`src/rtl/cpu_fetch_pkg.sv`:
```
// Shared fetch-path definitions: idle instruction, fetch exception codes, sequencer states.
package cpu_fetch_pkg;

  localparam logic [31:0] NOP_INSTR            = 32'h0000_0013;
  localparam logic [3:0]  EXC_INSTR_MISALIGNED = 4'd0;
  localparam logic [3:0]  EXC_INSTR_ACCESS     = 4'd1;

  typedef enum logic {
    RUN  = 1'b0,
    HALT = 1'b1
  } fetch_state_e;

endpackage

```
`src/rtl/fetch_addr_check.sv`:
```
// Combinational alignment and bounds check of a byte address against a word-addressed memory.
module fetch_addr_check #(
  parameter int unsigned MEM_WORDS = 2048
) (
  input  logic [63:0] pc,
  output logic        fault,
  output logic [3:0]  code
);
  import cpu_fetch_pkg::*;

  logic misaligned;
  logic oob;

  assign misaligned = (pc[1:0] != 2'b00);
  // Full 62-bit word index compare so high address bits can never alias into range.
  assign oob        = (pc[63:2] >= 62'(MEM_WORDS));
  assign fault      = misaligned | oob;
  assign code       = misaligned ? EXC_INSTR_MISALIGNED : EXC_INSTR_ACCESS;

endmodule

```
`src/rtl/fetch_ctrl.sv`:
```
// Instruction-fetch sequencer: owns the PC, reads a combinational imem and issues one
// registered packet per cycle to decode; faults are reported once, then it halts until redirect.
module fetch_ctrl #(
  parameter logic [63:0] RESET_PC  = 64'h0000_0000_0000_0000,
  parameter int unsigned MEM_WORDS = 2048,
  parameter logic [31:0] NOP_INSTR = 32'h0000_0013
) (
  input  logic        clk,
  input  logic        rst,
  input  logic        redirect_en,
  input  logic [63:0] redirect_pc,
  output logic [63:0] imem_addr,
  input  logic [31:0] imem_rdata,
  output logic        if_valid,
  input  logic        if_ready,
  output logic [63:0] if_pc,
  output logic [31:0] if_instr,
  output logic        if_exc_en,
  output logic [3:0]  if_exc_code,
  output logic [63:0] if_exc_val
);
  import cpu_fetch_pkg::*;

  fetch_state_e state_q;
  logic [63:0]  pc_q;
  logic [63:0]  pc_d;
  logic         valid_q;
  logic [63:0]  ipc_q;
  logic [31:0]  instr_q;
  logic         exc_en_q;
  logic [3:0]   exc_code_q;
  logic [63:0]  exc_val_q;

  logic         slot_free;
  logic         fault;
  logic [3:0]   fault_code;

  fetch_addr_check #(
    .MEM_WORDS(MEM_WORDS)
  ) u_addr_check (
    .pc   (pc_q),
    .fault(fault),
    .code (fault_code)
  );

  assign slot_free = !valid_q || if_ready;
  assign pc_d      = pc_q + 64'd4;

  always_ff @(posedge clk) begin
    if (rst) begin
      state_q    <= RUN;
      pc_q       <= RESET_PC;
      valid_q    <= 1'b0;
      ipc_q      <= 64'd0;
      instr_q    <= NOP_INSTR;
      exc_en_q   <= 1'b0;
      exc_code_q <= 4'd0;
      exc_val_q  <= 64'd0;
    end else if (redirect_en) begin
      // Redirect wins over stall and handshake: any pending packet is dropped.
      state_q <= RUN;
      pc_q    <= redirect_pc;
      valid_q <= 1'b0;
    end else begin
      case (state_q)
        RUN: begin
          if (slot_free) begin
            valid_q <= 1'b1;
            ipc_q   <= pc_q;
            if (fault) begin
              state_q    <= HALT;
              instr_q    <= NOP_INSTR;
              exc_en_q   <= 1'b1;
              exc_code_q <= fault_code;
              exc_val_q  <= pc_q;
            end else begin
              pc_q       <= pc_d;
              instr_q    <= imem_rdata;
              exc_en_q   <= 1'b0;
              exc_code_q <= 4'd0;
              exc_val_q  <= 64'd0;
            end
          end
        end
        HALT: begin
          if (valid_q && if_ready) valid_q <= 1'b0;
        end
        default: state_q <= HALT;
      endcase
    end
  end

  assign imem_addr   = pc_q;
  assign if_valid    = valid_q;
  assign if_pc       = ipc_q;
  assign if_instr    = instr_q;
  assign if_exc_en   = exc_en_q;
  assign if_exc_code = exc_code_q;
  assign if_exc_val  = exc_val_q;

endmodule
```
`config.mk`:
```
export PLATFORM = sky130hd
export DESIGN_NAME = fetch_ctrl
export DESIGN_NICKNAME = d
export VERILOG_FILES = /design/src/rtl/cpu_fetch_pkg.sv /design/src/rtl/fetch_addr_check.sv /design/src/rtl/fetch_ctrl.sv
export SDC_FILE = /design/constraint.sdc
export NUM_CORES = 1
export LEC_CHECK = 0
export CORE_ASPECT_RATIO = 1.4
export CORE_MARGIN = 5
export CORE_UTILIZATION = 30
export DETAILED_ROUTE_END_ITERATION = 12
export HOLD_SLACK_MARGIN = 0.02
export MAX_ROUTING_LAYER = met4
export SLEW_MARGIN = 20
export SYNTH_ARGS = -nofsm -noshare
export SYNTH_HDL_FRONTEND = slang
export SYNTH_HIERARCHICAL = 1
export SYNTH_SLANG_ARGS = --single-unit
```
`constraint.sdc`:
```
create_clock -name clk -period 8.1 [get_ports clk]
set_input_delay 1.215 -clock clk [delete_from_list [all_inputs] [get_ports clk]]
set_output_delay 1.215 -clock clk [all_outputs]
set_load 0.02 [all_outputs]
```
==> impl_results.html <==
<table>
<tr><th>Metric</th><th>Value</th></tr>
<tr><th colspan="2">Timing</th></tr>
<tr><td>Period utilisation layout</td><td>0.503</td></tr>
<tr><td>Min Hold Slack</td><td>0.450 ns</td></tr>
<tr><td>Final number of max-transition violations</td><td>0</td></tr>
<tr><td>RSZ-0062 raised after global routing</td><td>false</td></tr>
<tr><td>Minimum clock period after layout</td><td>4.07 ns</td></tr>
<tr><td>Sum Neg Setup Slack</td><td>0 ns</td></tr>
<tr><td>Highest clock frequency the design can meet</td><td>246 MHz</td></tr>
<tr><td>Worst setup slack after layout</td><td>4.03 ns</td></tr>
<tr><td>Largest clock skew in the final design</td><td>0.00790 ns</td></tr>
<tr><td>Final hold viol count</td><td>0</td></tr>
<tr><td>Slew at the pin closest to its max-slew limit</td><td>0.953 ns</td></tr>
<tr><td>Max-Slew Margin vs Limit</td><td>0.365</td></tr>
<tr><td>Endpoints failing setup</td><td>0</td></tr>
<tr><th colspan="2">Critical path</th></tr>
<tr><td>Buffers and inverters on the worst path</td><td>1</td></tr>
<tr><td>Top fanout value on the critical path</td><td>45</td></tr>
<tr><td>Dominant delay contributor by cell family on the critical path</td><td>simple AND/OR/NAND/NOR gates</td></tr>
<tr><td>Slowest Stage Delay on Critical Path</td><td>0.80 ns</td></tr>
<tr><td>Data required time at the worst endpoint</td><td>8.53 ns</td></tr>
<tr><td>Sort of element at the end of the critical path</td><td>flop</td></tr>
<tr><td>Startpoint kind of the worst setup timing path</td><td>flop</td></tr>
<tr><td>Series of cell instances along the critical path</td><td>nor4_1 &gt; nand4_1 &gt; or4_4 &gt; or2_1 &gt; nor3_2 &gt; buf_4 &gt; nand4_2 &gt; or3_1 &gt; a311oi_1</td></tr>
<tr><td>Worst path slowest cell</td><td>sky130_fd_sc_hd__or4_4</td></tr>
<tr><td>Crit path arrival time</td><td>4.50 ns</td></tr>
<tr><td>Critical path start-end classification</td><td>reg2reg</td></tr>
<tr><th colspan="2">Placed design</th></tr>
<tr><td>Pre-CTS setup slack</td><td>3.95 ns</td></tr>
<tr><td>RePlAce Congestion</td><td>0.825</td></tr>
<tr><td>Post-detail-place hpwl</td><td>25100 um</td></tr>
<tr><td>Port Buf Inserts</td><td>329</td></tr>
<tr><th colspan="2">Detailed routing</th></tr>
<tr><td>Vias after detailed routing</td><td>9718</td></tr>
<tr><td>Violation count after the first detailed-routing iteration</td><td>738</td></tr>
<tr><td>Routed WL per cell</td><td>19.2 um</td></tr>
<tr><td>Initial DRT Pass Iterations</td><td>7</td></tr>
<tr><td>Vias per cell</td><td>5.09</td></tr>
<tr><td>Residual DRC</td><td>0</td></tr>
<tr><td>DRT Wirelength</td><td>36700 um</td></tr>
<tr><td>Detail Route Antenna Nets</td><td>0</td></tr>
<tr><th colspan="2">Power</th></tr>
<tr><td>Gate power share</td><td>0.129</td></tr>
<tr><td>Reg power frac</td><td>0.451</td></tr>
<tr><td>Switching power of the nets</td><td>747 uW</td></tr>
<tr><td>Share of total power in the clock network</td><td>0.420</td></tr>
<tr><td>Overall power</td><td>2.78 mW</td></tr>
<tr><td>Power density over the cells</td><td>198 mW/mm^2</td></tr>
<tr><td>Switching fraction of total power</td><td>0.269</td></tr>
<tr><td>Worst-case vdd ir drop</td><td>0.000116 V</td></tr>
<tr><td>Static leakage</td><td>4.58 nW</td></tr>
<tr><td>Cell internal power dissipation</td><td>2.03 mW</td></tr>
<tr><th colspan="2">Synthesis</th></tr>
<tr><td>Part of the Yosys area used for sequential elements</td><td>0.477</td></tr>
<tr><td>Number of synthesized flops with an enable pin</td><td>0</td></tr>
<tr><td>Post-Syn Area per Cell</td><td>7.95 um^2</td></tr>
<tr><td>Post-Synthesis Cell Area</td><td>0.00970 mm^2</td></tr>
<tr><td>Area share of the largest cell type after synthesis</td><td>0.477</td></tr>
<tr><td>XOR/XNOR Fraction of Synth Area</td><td>0.0433</td></tr>
<tr><td>Prevailing post-synth register cell</td><td>sky130_fd_sc_hd__dfxtp_1</td></tr>
<tr><td>Proportion of register bits with asynchronous set or reset after synthesis</td><td>0</td></tr>
<tr><td>Commonest cells post-synth</td><td>275 x sky130_fd_sc_hd__nand2_1, 231 x sky130_fd_sc_hd__dfxtp_1, 181 x sky130_fd_sc_hd__a21oi_1</td></tr>
<tr><td>Compound-gate portion of the synthesized area</td><td>0.142</td></tr>
<tr><td>Synth Area in Simple Gates</td><td>0.284</td></tr>
<tr><td>Share of cell area taken by muxes after synthesis</td><td>0.00722</td></tr>
<tr><td>Mapped Cells</td><td>1221</td></tr>
<tr><td>Synthesized-area fraction occupied by adder cells</td><td>0.00129</td></tr>
<tr><td>Number of warnings issued by yosys</td><td>6</td></tr>
<tr><td>Largest family of logic cells by synthesized area</td><td>simple AND/OR/NAND/NOR gates</td></tr>
<tr><td>Library cell with the largest summed area after synthesis</td><td>sky130_fd_sc_hd__dfxtp_1</td></tr>
<tr><td>Most instantiated library cell after synthesis</td><td>sky130_fd_sc_hd__nand2_1</td></tr>
<tr><td>Netlist cell types</td><td>46</td></tr>
<tr><td>Most area-consuming cells after synthesis</td><td>sky130_fd_sc_hd__dfxtp_1 48%, sky130_fd_sc_hd__nand2_1 11%, sky130_fd_sc_hd__a21oi_1 9.3%</td></tr>
<tr><td>Synthesis-stage register bit count</td><td>231</td></tr>
<tr><th colspan="2">GRT</th></tr>
<tr><td>Maximum number of pins on one net before global-route repair</td><td>96</td></tr>
<tr><td>Number of global-route vias before repair</td><td>9348</td></tr>
<tr><td>Gr ovfl total</td><td>0</td></tr>
<tr><td>First-pass GRT wire length</td><td>55800 um</td></tr>
<tr><td>Combined global-route utilization of all metal layers</td><td>0.200</td></tr>
<tr><td>Antenna violations before repair</td><td>4</td></tr>
<tr><th colspan="2">Clock network</th></tr>
<tr><td>Hold-fix buffers, CTS</td><td>0</td></tr>
<tr><td>Clk root buf</td><td>sky130_fd_sc_hd__clkbuf_16</td></tr>
<tr><td>Number of resized instances in the post-cts repair step</td><td>0</td></tr>
<tr><td>Clock Path Buffers</td><td>3</td></tr>
<tr><td>Clock transition at the registers of the reported paths</td><td>0.07 ns</td></tr>
<tr><td># clock sinks</td><td>231</td></tr>
<tr><td>Total CTS buffers</td><td>25</td></tr>
<tr><td>CTS H-tree lvls</td><td>1</td></tr>
<tr><td>Worst-skew pair later-pin latency</td><td>0.52 ns</td></tr>
<tr><td>Number of buffers added for setup after CTS</td><td>0</td></tr>
<tr><td>CTS tree</td><td>done</td></tr>
<tr><th colspan="2">Finish</th></tr>
<tr><td>Share of final-layout standard cells stronger than drive strength 1</td><td>0.0465</td></tr>
<tr><td>P&amp;R area growth vs syn</td><td>44.6%</td></tr>
<tr><td>Layout net count</td><td>1588</td></tr>
<tr><td>Final Util</td><td>0.435</td></tr>
<tr><th colspan="2">Die</th></tr>
<tr><td>Full die area</td><td>0.0361 mm^2</td></tr>
<tr><td>DIE HEIGHT</td><td>223 um</td></tr>
<tr><td>Effective utilization at floorplan</td><td>0.301</td></tr>
<tr><td>Overall die width</td><td>162 um</td></tr>
<tr><td>Floorplan row count</td><td>78</td></tr>
<tr><td>Top Ports</td><td>330</td></tr>
<tr><td>Core ar.</td><td>0.0322 mm^2</td></tr>
<tr><th colspan="2">Outcome</th></tr>
<tr><td>Status</td><td>finished, final reports clean</td></tr>
<tr><th colspan="2">Job</th></tr>
<tr><td>Maximum Capacitance Violations</td><td>0</td></tr>
<tr><th colspan="2">Worst hold path</th></tr>
<tr><td>Class of the tightest hold or removal check</td><td>reg2reg</td></tr>
</table>
-- sequential cells by signal (all words and copies together), names as in the netlist --
name	count
if_valid	1
if_exc_code	4
if_exc_en	1
if_instr	32
if_pc	64
imem_addr	64
state_q	1
if_exc_val	64
-- tightest hold or removal path: cells and delay by family, from the launching register on --
kind               cells  cell delay (ns)
DFF                    1             0.31
and+or+nand+nor        1             0.05
AOI/OAI and AO/OA      1             0.05
-- stage by stage --
stage                     instances  area [um^2]
final                          1908        14000
after global routing           1908        14000
after global placement         1860        13200
after CTS                      1904        14000
after floorplan                1223         9710
after detailed placement       1860        13200
-- worst paths after layout --
check	startpoint	end	slack, ns	depth (start not counted)
worst max-delay path	imem_addr[46]$_SDFFE_PP0P_	imem_addr[43]$_SDFFE_PP0P_	4.03	9
worst min-delay path	if_instr[12]$_SDFFE_PP0P_	if_instr[12]$_SDFFE_PP0P_	0.45	2
worst max register to register	imem_addr[46]$_SDFFE_PP0P_	imem_addr[43]$_SDFFE_PP0P_	4.03	9
worst min register to register	if_instr[12]$_SDFFE_PP0P_	if_instr[12]$_SDFFE_PP0P_	0.45	2
-- layer usage --
layer	wire, um	GRT usage	vias up
li1	-	-	4749
met1	14800	0.240	4599
met4	1020	0.0639	0
met3	2080	0.0308	58
met5	0	-	-
met2	18800	0.342	312
-- power groups by stage --
stage	Sequential (mW)	Combinational, mW	Clock [mW]
floorplan	1.31	0.133	0
global placement	1.28	0.360	0
detailed placement	1.28	0.362	0
CTS	1.25	0.364	1.20
global route	1.26	0.385	1.25
finish	1.25	0.359	1.17
-- area by class of cell --
cell class	count	area, um^2
Antenna cell	4	10.0
Clock buffer	35	723
Clock inverter	9	106
Fill cell	3226	18200
Inverter	9	33.8
Multi-Input combinational cell	882	4670
Sequential cell	231	4620
Tap cell	400	500
Timing Repair Buffer	338	3360
-- cells by family after synthesis --
group	count (synthesis)
flip-flops	231
adder cells (fa/ha/maj)	1
AO/OA/AOI/OAI	246
AND/OR/NAND/NOR	577
multiplexers	7
buffers and inverters	110
other	1
XOR/XNOR	48
-- layout by cell type, fill, tap and decap left out, types with 3 or more instances in the layout --
cell,n
sky130_fd_sc_hd__nand4_1,17
sky130_fd_sc_hd__clkinv_2,3
sky130_fd_sc_hd__a21oi_1,181
sky130_fd_sc_hd__o21ai_0,12
sky130_fd_sc_hd__clkdlybuf4s50_1,327
sky130_fd_sc_hd__dfxtp_1,231
sky130_fd_sc_hd__o211ai_1,3
sky130_fd_sc_hd__nand2_1,275
sky130_fd_sc_hd__and3_1,8
sky130_fd_sc_hd__nand3b_1,30
sky130_fd_sc_hd__xnor2_1,37
sky130_fd_sc_hd__nand3_1,99
sky130_fd_sc_hd__nor3_1,18
sky130_fd_sc_hd__clkinvlp_4,3
sky130_fd_sc_hd__xor2_1,11
sky130_fd_sc_hd__mux2i_1,7
sky130_fd_sc_hd__conb_1,3
sky130_fd_sc_hd__or3_1,12
sky130_fd_sc_hd__a311oi_1,9
sky130_fd_sc_hd__diode_2,4
sky130_fd_sc_hd__and4_1,3
sky130_fd_sc_hd__a211oi_1,26
sky130_fd_sc_hd__nor3_2,4
sky130_fd_sc_hd__clkbuf_16,25
sky130_fd_sc_hd__o22ai_1,4
sky130_fd_sc_hd__or4_1,3
sky130_fd_sc_hd__nor2_1,65
sky130_fd_sc_hd__buf_4,9
sky130_fd_sc_hd__nor4_2,5
sky130_fd_sc_hd__clkbuf_1,4
sky130_fd_sc_hd__nor4_1,21
sky130_fd_sc_hd__clkbuf_8,7
sky130_fd_sc_hd__o21bai_1,7
sky130_fd_sc_hd__inv_1,8
Power figures use the tool's default switching activity.
